--- src/rtl/read_data_collector_if.sv ---
// AXI4 read-data channel plus AXI-Stream output, bundled for the collector.
// slave  : the collector's view (consumes R beats, produces the stream)
// master : the surrounding fabric's view (drives R beats, sinks the stream)
interface read_data_collector_if #(
  parameter int DATA_WIDTH = 64,
  parameter int ID_WIDTH   = 8
);
  logic [ID_WIDTH-1:0]   rid;
  logic [DATA_WIDTH-1:0] rdata;
  logic [1:0]            rresp;
  logic                  rlast;
  logic                  rvalid;
  logic                  rready;

  logic [DATA_WIDTH-1:0] m_tdata;
  logic                  m_tlast;
  logic                  m_tvalid;
  logic                  m_tready;

  modport master (
    output rid, rdata, rresp, rlast, rvalid,
    input  rready,
    input  m_tdata, m_tlast, m_tvalid,
    output m_tready
  );

  modport slave (
    input  rid, rdata, rresp, rlast, rvalid,
    output rready,
    output m_tdata, m_tlast, m_tvalid,
    input  m_tready
  );
endinterface

--- src/rtl/read_data_collector.sv ---
// Collects AXI4 R beats for one job, forwards the payload beats to an
// AXI-Stream port through a 2-entry FIFO and drops burst padding.
//
// state | meaning
// IDLE  | no job, done=1, waiting for start
// RECV  | accepting R beats until the last beat of the last burst
// FLUSH | all R beats taken, draining the output FIFO
module read_data_collector #(
  parameter int DATA_WIDTH               = 64,
  parameter int ID_WIDTH                 = 8,
  parameter int ADDR_WIDTH               = 32,
  parameter int AxLEN_BEATS_PER_TRANSFER = 15
) (
  input  logic                  aclk,
  input  logic                  resetn,
  input  logic                  start,
  output logic                  done,
  input  logic [ADDR_WIDTH-1:0] dataSizeInBeats,
  output logic                  error,
  output logic                  protocolError,
  read_data_collector_if.slave  bus
);

  localparam int BEATS = AxLEN_BEATS_PER_TRANSFER + 1;
  localparam int BW    = (BEATS > 1) ? $clog2(BEATS) : 1;

  typedef enum logic [1:0] {IDLE, RECV, FLUSH} state_t;

  state_t                state;
  logic [ADDR_WIDTH-1:0] payload;
  logic [ADDR_WIDTH:0]   rcnt;
  // Position inside the current burst; replaces rcnt % BEATS.
  logic [BW-1:0]         bpos;

  logic [DATA_WIDTH-1:0] fifo_data [2];
  logic [1:0]            fifo_last;
  logic                  wptr;
  logic                  rptr;
  logic [1:0]            count;

  logic [ID_WIDTH-1:0]   unused_rid;
  assign unused_rid = bus.rid;

  logic                  accept;
  logic                  burst_end;
  logic [ADDR_WIDTH:0]   payload_x;
  logic                  forward;
  logic                  is_last;
  logic                  job_end;
  logic                  pop;

  assign payload_x = {1'b0, payload};
  assign accept    = bus.rvalid && bus.rready;
  assign burst_end = (bpos == BW'(BEATS - 1));
  assign forward   = accept && (rcnt < payload_x);
  assign is_last   = (rcnt == payload_x - 1'b1);
  // The final beat of the job is the first burst end that covers the
  // payload; payload=0 still ends on the first burst end (one padding burst).
  // This equals rcnt == total-1 without needing a divider.
  assign job_end   = accept && burst_end && ((rcnt + 1'b1) >= payload_x);
  assign pop       = bus.m_tvalid && bus.m_tready;

  // rready depends only on registered state/occupancy: no m_tready->rready path.
  assign bus.rready   = (state == RECV) && (count != 2'd2);
  assign bus.m_tvalid = (count != 2'd0);
  assign bus.m_tdata  = fifo_data[rptr];
  assign bus.m_tlast  = fifo_last[rptr];
  assign done         = (state == IDLE);

  // Job FSM, beat counters and sticky status flags.
  always_ff @(posedge aclk) begin
    if (!resetn) begin
      state         <= IDLE;
      payload       <= '0;
      rcnt          <= '0;
      bpos          <= '0;
      error         <= 1'b0;
      protocolError <= 1'b0;
    end else begin
      case (state)
        IDLE: begin
          if (start) begin
            payload       <= dataSizeInBeats;
            rcnt          <= '0;
            bpos          <= '0;
            error         <= 1'b0;
            protocolError <= 1'b0;
            state         <= RECV;
          end
        end
        RECV: begin
          if (accept) begin
            rcnt <= rcnt + 1'b1;
            bpos <= burst_end ? '0 : bpos + 1'b1;
            if (bus.rresp != 2'b00) error <= 1'b1;
            if (bus.rlast != burst_end) protocolError <= 1'b1;
            if (job_end) state <= FLUSH;
          end
        end
        FLUSH: begin
          if (count == 2'd0) state <= IDLE;
        end
        default: state <= IDLE;
      endcase
    end
  end

  // FIFO pointers and occupancy; buffered beats are discarded on reset.
  always_ff @(posedge aclk) begin
    if (!resetn) begin
      wptr  <= 1'b0;
      rptr  <= 1'b0;
      count <= 2'd0;
    end else begin
      if (forward) wptr <= ~wptr;
      if (pop) rptr <= ~rptr;
      case ({forward, pop})
        2'b10:   count <= count + 2'd1;
        2'b01:   count <= count - 2'd1;
        default: count <= count;
      endcase
    end
  end

  // FIFO storage; contents are don't-care until written.
  always_ff @(posedge aclk) begin
    if (forward) begin
      fifo_data[wptr] <= bus.rdata;
      fifo_last[wptr] <= is_last;
    end
  end

endmodule

--- src/flat_wrapper.sv ---
// flat-port wrapper written by rule: the top's interface ports become plain ports
module read_data_collector_flat 
#(
  parameter int DATA_WIDTH               = 64,
  parameter int ID_WIDTH                 = 8,
  parameter int ADDR_WIDTH               = 32,
  parameter int AxLEN_BEATS_PER_TRANSFER = 15
)
  (aclk, resetn, start, done, dataSizeInBeats, error, protocolError, bus_rid, bus_rdata, bus_rresp, bus_rlast, bus_rvalid, bus_rready, bus_m_tdata, bus_m_tlast, bus_m_tvalid, bus_m_tready);
  read_data_collector_if #(.DATA_WIDTH(DATA_WIDTH), .ID_WIDTH(ID_WIDTH)) bus_i ();
  input  logic aclk;
  input  logic resetn;
  input  logic start;
  output logic done;
  input  logic [ADDR_WIDTH-1:0] dataSizeInBeats;
  output logic error;
  output logic protocolError;
  input wire logic [$bits(bus_i.rid)-1:0] bus_rid;
  input wire logic [$bits(bus_i.rdata)-1:0] bus_rdata;
  input wire logic [$bits(bus_i.rresp)-1:0] bus_rresp;
  input wire logic [$bits(bus_i.rlast)-1:0] bus_rlast;
  input wire logic [$bits(bus_i.rvalid)-1:0] bus_rvalid;
  output wire logic [$bits(bus_i.rready)-1:0] bus_rready;
  output wire logic [$bits(bus_i.m_tdata)-1:0] bus_m_tdata;
  output wire logic [$bits(bus_i.m_tlast)-1:0] bus_m_tlast;
  output wire logic [$bits(bus_i.m_tvalid)-1:0] bus_m_tvalid;
  input wire logic [$bits(bus_i.m_tready)-1:0] bus_m_tready;
  assign bus_i.rid = bus_rid;
  assign bus_i.rdata = bus_rdata;
  assign bus_i.rresp = bus_rresp;
  assign bus_i.rlast = bus_rlast;
  assign bus_i.rvalid = bus_rvalid;
  assign bus_rready = bus_i.rready;
  assign bus_m_tdata = bus_i.m_tdata;
  assign bus_m_tlast = bus_i.m_tlast;
  assign bus_m_tvalid = bus_i.m_tvalid;
  assign bus_i.m_tready = bus_m_tready;
  read_data_collector #(.DATA_WIDTH(DATA_WIDTH), .ID_WIDTH(ID_WIDTH), .ADDR_WIDTH(ADDR_WIDTH), .AxLEN_BEATS_PER_TRANSFER(AxLEN_BEATS_PER_TRANSFER)) u_core (.aclk(aclk), .resetn(resetn), .start(start), .done(done), .dataSizeInBeats(dataSizeInBeats), .error(error), .protocolError(protocolError), .bus(bus_i));
endmodule
--- config.mk ---
export PLATFORM = sky130hd
export DESIGN_NAME = read_data_collector_flat
export DESIGN_NICKNAME = d
export VERILOG_FILES = /design/src/rtl/read_data_collector_if.sv /design/src/rtl/read_data_collector.sv /design/src/flat_wrapper.sv
export SDC_FILE = /design/constraint.sdc
export NUM_CORES = 1
export LEC_CHECK = 0
export ABC_AREA = 1
export CAP_MARGIN = 5
export CORE_MARGIN = 2
export CORE_UTILIZATION = 49
export DETAILED_ROUTE_END_ITERATION = 10
export PLACE_DENSITY_LB_ADDON = 0.15
export SYNTH_ARGS = -nofsm -noshare
export SYNTH_HDL_FRONTEND = slang
export SYNTH_SLANG_ARGS = --single-unit
--- constraint.sdc ---
create_clock -name aclk -period 5 [get_ports aclk]
set_input_delay 0.75 -clock aclk [delete_from_list [all_inputs] [get_ports aclk]]
set_output_delay 0.75 -clock aclk [all_outputs]
set_load 0.02 [all_outputs]
Word level (Yosys, flattened, before mapping):

Memories as Yosys holds them, arrays and structs flattened. A register that Yosys moved wholly into a read port is not among the register bits.
Cells that the tools add are included.

* register bits after elaboration: 79
* bits in writable memories: 128
* bits of input ports: 112
* output and inout bits: 70
* logic and storage cells: 84
* memories: 1

* add/subtract/negate cells: 5
* magnitude comparators: 5
* eq/ne operators: 14
* multiplexer cells: 29
* bitwise gates (word level): 2
* reductions and logical operators: 18

Memory list
* u_core.fifo_data: depth 2, bits a word 64, rd ports 1, clocked after Yosys merged registers in 1, write ports 1, line read_data_collector.sv:35 `logic [DATA_WIDTH-1:0] fifo_data [2];`

Operators with widths (number)
* 33-bit 2-to-1 mux: 2
* 33-bit case mux with 2 select lines: 1
* 33-bit by 1-bit adder with 33-bit output, second input constant: 1
* 33-bit == test: 1
* 33-bit by 32-bit greater-or-equal comparator with 1-bit output: 1
* 33-bit by 32-bit < comparator with 1-bit output: 1
* 32-bit by 1-bit subtractor with 33-bit output, second input constant: 1
* 1-bit 2-to-1 mux: 12
* 4-bit 2-to-1 mux: 3
* 4-bit AND reduction: 3
* 2-bit 2-to-1 mux: 4
* 2-bit inequality test, second input constant: 4
* 4-bit case mux with 2 select lines: 1
* 2-bit nonzero test: 4
* 1-bit logical AND: 7
* 2-bit by 1-bit inequality test with 1-bit output, second input constant: 3
* 2-bit case mux with 3 select lines: 1
* 4-bit by 1-bit adder with 4-bit output, second input constant: 1
* 2-bit by 1-bit == test with 1-bit output, second input constant: 2
* 2-bit == test, second input constant: 2
* 4-bit == test, second input constant: 1
* 2-bit zero test: 2
* 1-bit by 2-bit < comparator with 1-bit output, second input constant: 2
* 1-bit case mux with 2 select lines: 2
* other kinds (10): 11

Longest topological paths before layout:

* word-level depth: 8
* depth in mapped cells: 23
* mapped depth without buffers: 23

Worst setup path after synthesis:

OpenSTA, ideal clock, no wires.

* path kind: flip-flop to flip-flop
* from: reg u_core.state[0]
* to: mem u_core.fifo_data[1][0] (enable)
* setup time: 0.490 ns
* arrival time: 4.224 ns
* setup slack: 0.286 ns
* cell stages (with the launch flop): 9
* buffers on the path: 0
* clock period less this slack: 4.714 ns
* path through: dfxtp_1 > inv_1 > nor2_1 > inv_1 > a21oi_1 > nand2_1 > inv_2 > nand4_1 > nor2_1

* word-level cells in the longest chain between the ends: 6

Ends and longest elaborated chain
* from (decl): line read_data_collector.sv:29 `state_t state;`
* from (signal assigned): line read_data_collector.sv:73 `state <= IDLE;`
* from (signal assigned): line read_data_collector.sv:88 `state <= RECV;`
* from (signal assigned): line read_data_collector.sv:97 `if (job_end) state <= FLUSH;`
* 2-bit by 1-bit == test with 1-bit output: line read_data_collector.sv:64 `assign bus.rready = (state == RECV) && (count != 2'd2);`
* 1-bit logical AND: line read_data_collector.sv:64
* net bus_rready: line flat_wrapper.sv:23 `output wire logic [$bits(bus_i.rready)-1:0] bus_rready;`
* 1-bit logical AND: line read_data_collector.sv:53 `assign accept = bus.rvalid && bus.rready;`
* 1-bit logical AND: line read_data_collector.sv:55 `assign forward = accept && (rcnt < payload_x);`
* 1-bit 2-to-1 mux: line read_data_collector.sv:127 `if (forward) begin`
* 1-bit 2-to-1 mux (not written as such): line read_data_collector.sv:128 `fifo_data[wptr] <= bus.rdata;`
* to (decl): line read_data_collector.sv:35

The timed path passes the listed nets, and every way through them passes these cells.

Worst setup path in the final report:

* from: reg u_core.rcnt[1]
* to: reg u_core.state[0]

* word-level cells in the longest chain between the ends: 5

Ends and longest elaborated chain
* from (decl): line read_data_collector.sv:31 `logic [ADDR_WIDTH:0] rcnt;`
* from (signal assigned): line read_data_collector.sv:93 `rcnt <= rcnt + 1'b1;`
* 33-bit by 1-bit adder with 33-bit output: line read_data_collector.sv:60 `assign job_end = accept && burst_end && ((rcnt + 1'b1) >= payload_x);`
* 33-bit by 32-bit greater-or-equal comparator with 1-bit output: line read_data_collector.sv:60
* 1-bit logical AND: line read_data_collector.sv:60
* 2-bit by 1-bit inequality test with 1-bit output (no line)
* 4-bit AND reduction (no line)

No other way between the ends.
A chain may end at the register's enable or synchronous reset.

==> metrics.txt <==
leakage power total=5.40 nW; Slew @ Worst Pin=0.906 ns; Int Power=3.25 mW; Reg clk slew, reported paths=0.06 ns; Clock Tree Root=clkbuf_16; HP Class=flip-flop to flip-flop; Total Nets Final=1494; Remaining DRCs=0; total number of vias=8405; initial antenna violation count=0; Max Clock Freq=0.296 GHz; antenna cell count=0; Tcrit/Tclk final=67.6%; total global routing overflow=0; #FFs+latches synth=208; crit start category=flip-flop; CP required=5.36 ns; Max Slew Vio Count=0; max_cap viols=0; synthesized area=11000 um2; floorplan row count=54; asr flop ratio synth=0%; most used flip-flop cell after synthesis=edfxtp_1; CTS H-tree lvls=1; Fin Setup TNS=0 ns; largest net degree at the start of global routing=69; initial core utilization=50.2%; global-route usage over all layers=22.3%; Die Y=154 um; ANT nets after route=0; status=finished, final reports clean; first-pass GRT wire length=43.0 mm; hold_ws=0.476 ns; post-CTS setup buffer count=0; CP dominant cell by count=nand2_1; dpl cell area=13000 um2; RePlAce Congestion=0.878; Worst Path Max Fanout=7; WS Path Type=flip-flop to flip-flop; CORE AREA=21900 um2; worst path cell trace=ha_1 > nand2_2 > nor2_4 > nand3_4 > nor4_4 > nand2_1 > o21ai_1 > inv_1 > ha_1 > nand2_1 > inv_1 > nand3_1 > a21oi_1 > nor2_1 > nand2_1 > nand2_1 > nand2_1 > nand2_1 > nand2_1 > nand2_1 > nand2_1 > a21oi_1; Via-to-Cell Ratio=5.22; P_sw=1.13 mW; sequential element share of the synthesized area=49.8%; unrepaired setup endpoints after global routing=no; distinct cell type count after synthesis=48; Max-slew headroom=39.6%; clock period minus worst slack=3.38 ns; WL per Instance=16.6 um; final non-filler cell area=13800 um2; CP max stage delay=0.43 ns; # setup viols final=0; Ports=182; pwr/cell area=317 nW/um2; Die ar.=23600 um2; vias in the first global route=8393; CTS resizes=0; synthesized instance count=1140; Worst Path Arrival=3.74 ns; Post-synth EDFFs=130; DRT Pass-1 Iters=5; Synth-to-Final Area Change=25.6%; final hold violation count=0; Sw Share=25.8%; clock network power share=39.3%; CP endpoint kind=flip-flop; Clock Latency Late Sink=0.51 ns; reg2reg setup slack=1.62 ns; Max Clock Skew=0.0161 ns; slowest cell on the critical path=dfxtp_1; CTS tree=built; IO buf count=173; clock tree buffer depth=3; clock sink count=208; die width=154 um; synth warn=0; VDD IR max=0.000159 V; Post-CTS Hold Buffers=0; total wire length=26.6 mm; Num CTS Buffers=23; Comb power frac=16.6%; Synth Area per Inst=9.63 um2; share of cells above drive strength 1=12.0%; Initial DRC Count=586; Final HPWL DP=19.1 mm; Syn Nets=1320; Flop pwr share=44.1%
-- power groups by stage --
stage               clock network [mW]  logic, mW  registers [mW]
floorplan                            0      0.432            1.95
global placement                     0      0.715            1.96
detailed placement                   0      0.728            1.97
CTS                               1.75      0.735            1.93
global route                      1.83      0.798            1.94
finish                            1.72      0.727            1.93
-- flip-flops by register name (all words and copies together) (netlist names), named ones only --
register	cells
u_core.bpos	4
u_core.count	2
u_core.error	1
u_core.fifo_data	128
u_core.fifo_last	2
u_core.payload	32
u_core.protocolError	1
u_core.rcnt	33
u_core.rptr	1
u_core.state	2
u_core.wptr	1
-- cells in the final DEF (no fill, tap or decap), drive strengths merged, types with 2 or more instances in the layout --
| cell | n |
|---|---|
| clkinvlp | 2 |
| nor3 | 21 |
| o21bai | 2 |
| o21ai | 54 |
| o21a | 2 |
| nand3b | 3 |
| dfxtp | 78 |
| nor4 | 6 |
| clkdlybuf4s50 | 173 |
| edfxtp | 130 |
| xnor2 | 13 |
| nand4 | 17 |
| mux2 | 65 |
| clkinv | 8 |
| clkbuf | 29 |
| bufinv | 3 |
| xor2 | 51 |
| or2 | 5 |
| o211ai | 3 |
| a21oi | 109 |
| buf | 7 |
| ha | 68 |
| nand3 | 35 |
| and3 | 3 |
| inv | 108 |
| nand2 | 225 |
| nor2 | 102 |
-- Yosys cell counts (3+ instances only) --
library cell	number	share of area, %
a21oi_1	107	4.9
and3_1	3	0.17
buf_2	3	0.14
clkbuf_1	25	0.85
dfxtp_1	78	14
edfxtp_1	130	36
ha_1	68	7.7
inv_1	94	3.2
inv_2	13	0.44
mux2_2	65	6.7
nand2_1	220	7.5
nand2_2	5	0.28
nand3_1	27	1.2
nand3_2	7	0.64
nand3b_1	3	0.21
nand4_1	15	0.85
nor2_1	93	3.2
nor2_2	6	0.34
nor2_4	3	0.31
nor3_1	18	0.82
nor4_1	3	0.17
o211ai_1	3	0.21
o21ai_0	53	2.4
or2_2	4	0.23
xnor2_1	13	1.0
xor2_1	51	4.1
-- stage by stage --
step	util [%]	total power [mW]	worst slack, ns	cells
finish	63.0	4.38	1.62	1610
global route	63.0	4.56	1.29	1610
CTS	63.0	4.42	1.60	1610
detailed placement	59.5	2.69	1.56	1569
global placement	59.5	2.68	1.54	1569
floorplan	-	2.39	0.286	1140
-- final timing paths --
| path | start | end | cells past startpoint |
|---|---|---|---|
| worst min register to register | u_core.error | u_core.error | 2 |
| worst max-delay path | u_core.rcnt[1] | u_core.state[0] | 22 |
| worst min-delay path | u_core.error | u_core.error | 2 |
| worst max register to register | u_core.rcnt[1] | u_core.state[0] | 22 |
-- layer usage --
| layer | vias to the layer above | share of wire, % | track usage [%] |
|---|---|---|---|
| li1 | 4236 | - | - |
| met1 | 3917 | 44 | 29.6 |
| met2 | 212 | 48 | 38.4 |
| met3 | 40 | 5.6 | 3.69 |
| met4 | 0 | 2.0 | 5.24 |
| met5 | - | 0 | 0 |
-- kinds of logic (layout without fill, tap and decap cells) --
| logic type | after synthesis | after routing | share of synthesized area [%] |
|---|---|---|---|
| mux | 65 | 65 | 6.67 |
| buf+inv | 140 | 330 | 4.85 |
| simple gates | 419 | 419 | 17.4 |
| fa+ha+maj | 68 | 68 | 7.75 |
| flops | 208 | 208 | 49.8 |
| xor+xnor | 64 | 64 | 5.10 |
| compound gates | 176 | 176 | 8.44 |
-- final cells by class --
cell class | instances | area [um2]
Inverter | 109 | 409
Clock buffer | 29 | 618
Clock inverter | 12 | 149
Multi-Input combinational cell | 792 | 5000
Fill cell | 1828 | 8100
Timing Repair Buffer | 180 | 1800
Sequential cell | 208 | 5470
Tap cell | 280 | 350
-- worst max-delay path: cells and delay by family, from the launching register on --
kind,cells,cell delay [ns]
buffers and inverters,2,0.13
adder cells (fa/ha/maj),2,0.52
AO/OA/AOI/OAI,3,0.42
flip-flops,1,0.43
AND/OR/NAND/NOR,15,1.73
No activity file was read; power rests on OpenSTA's default activity.
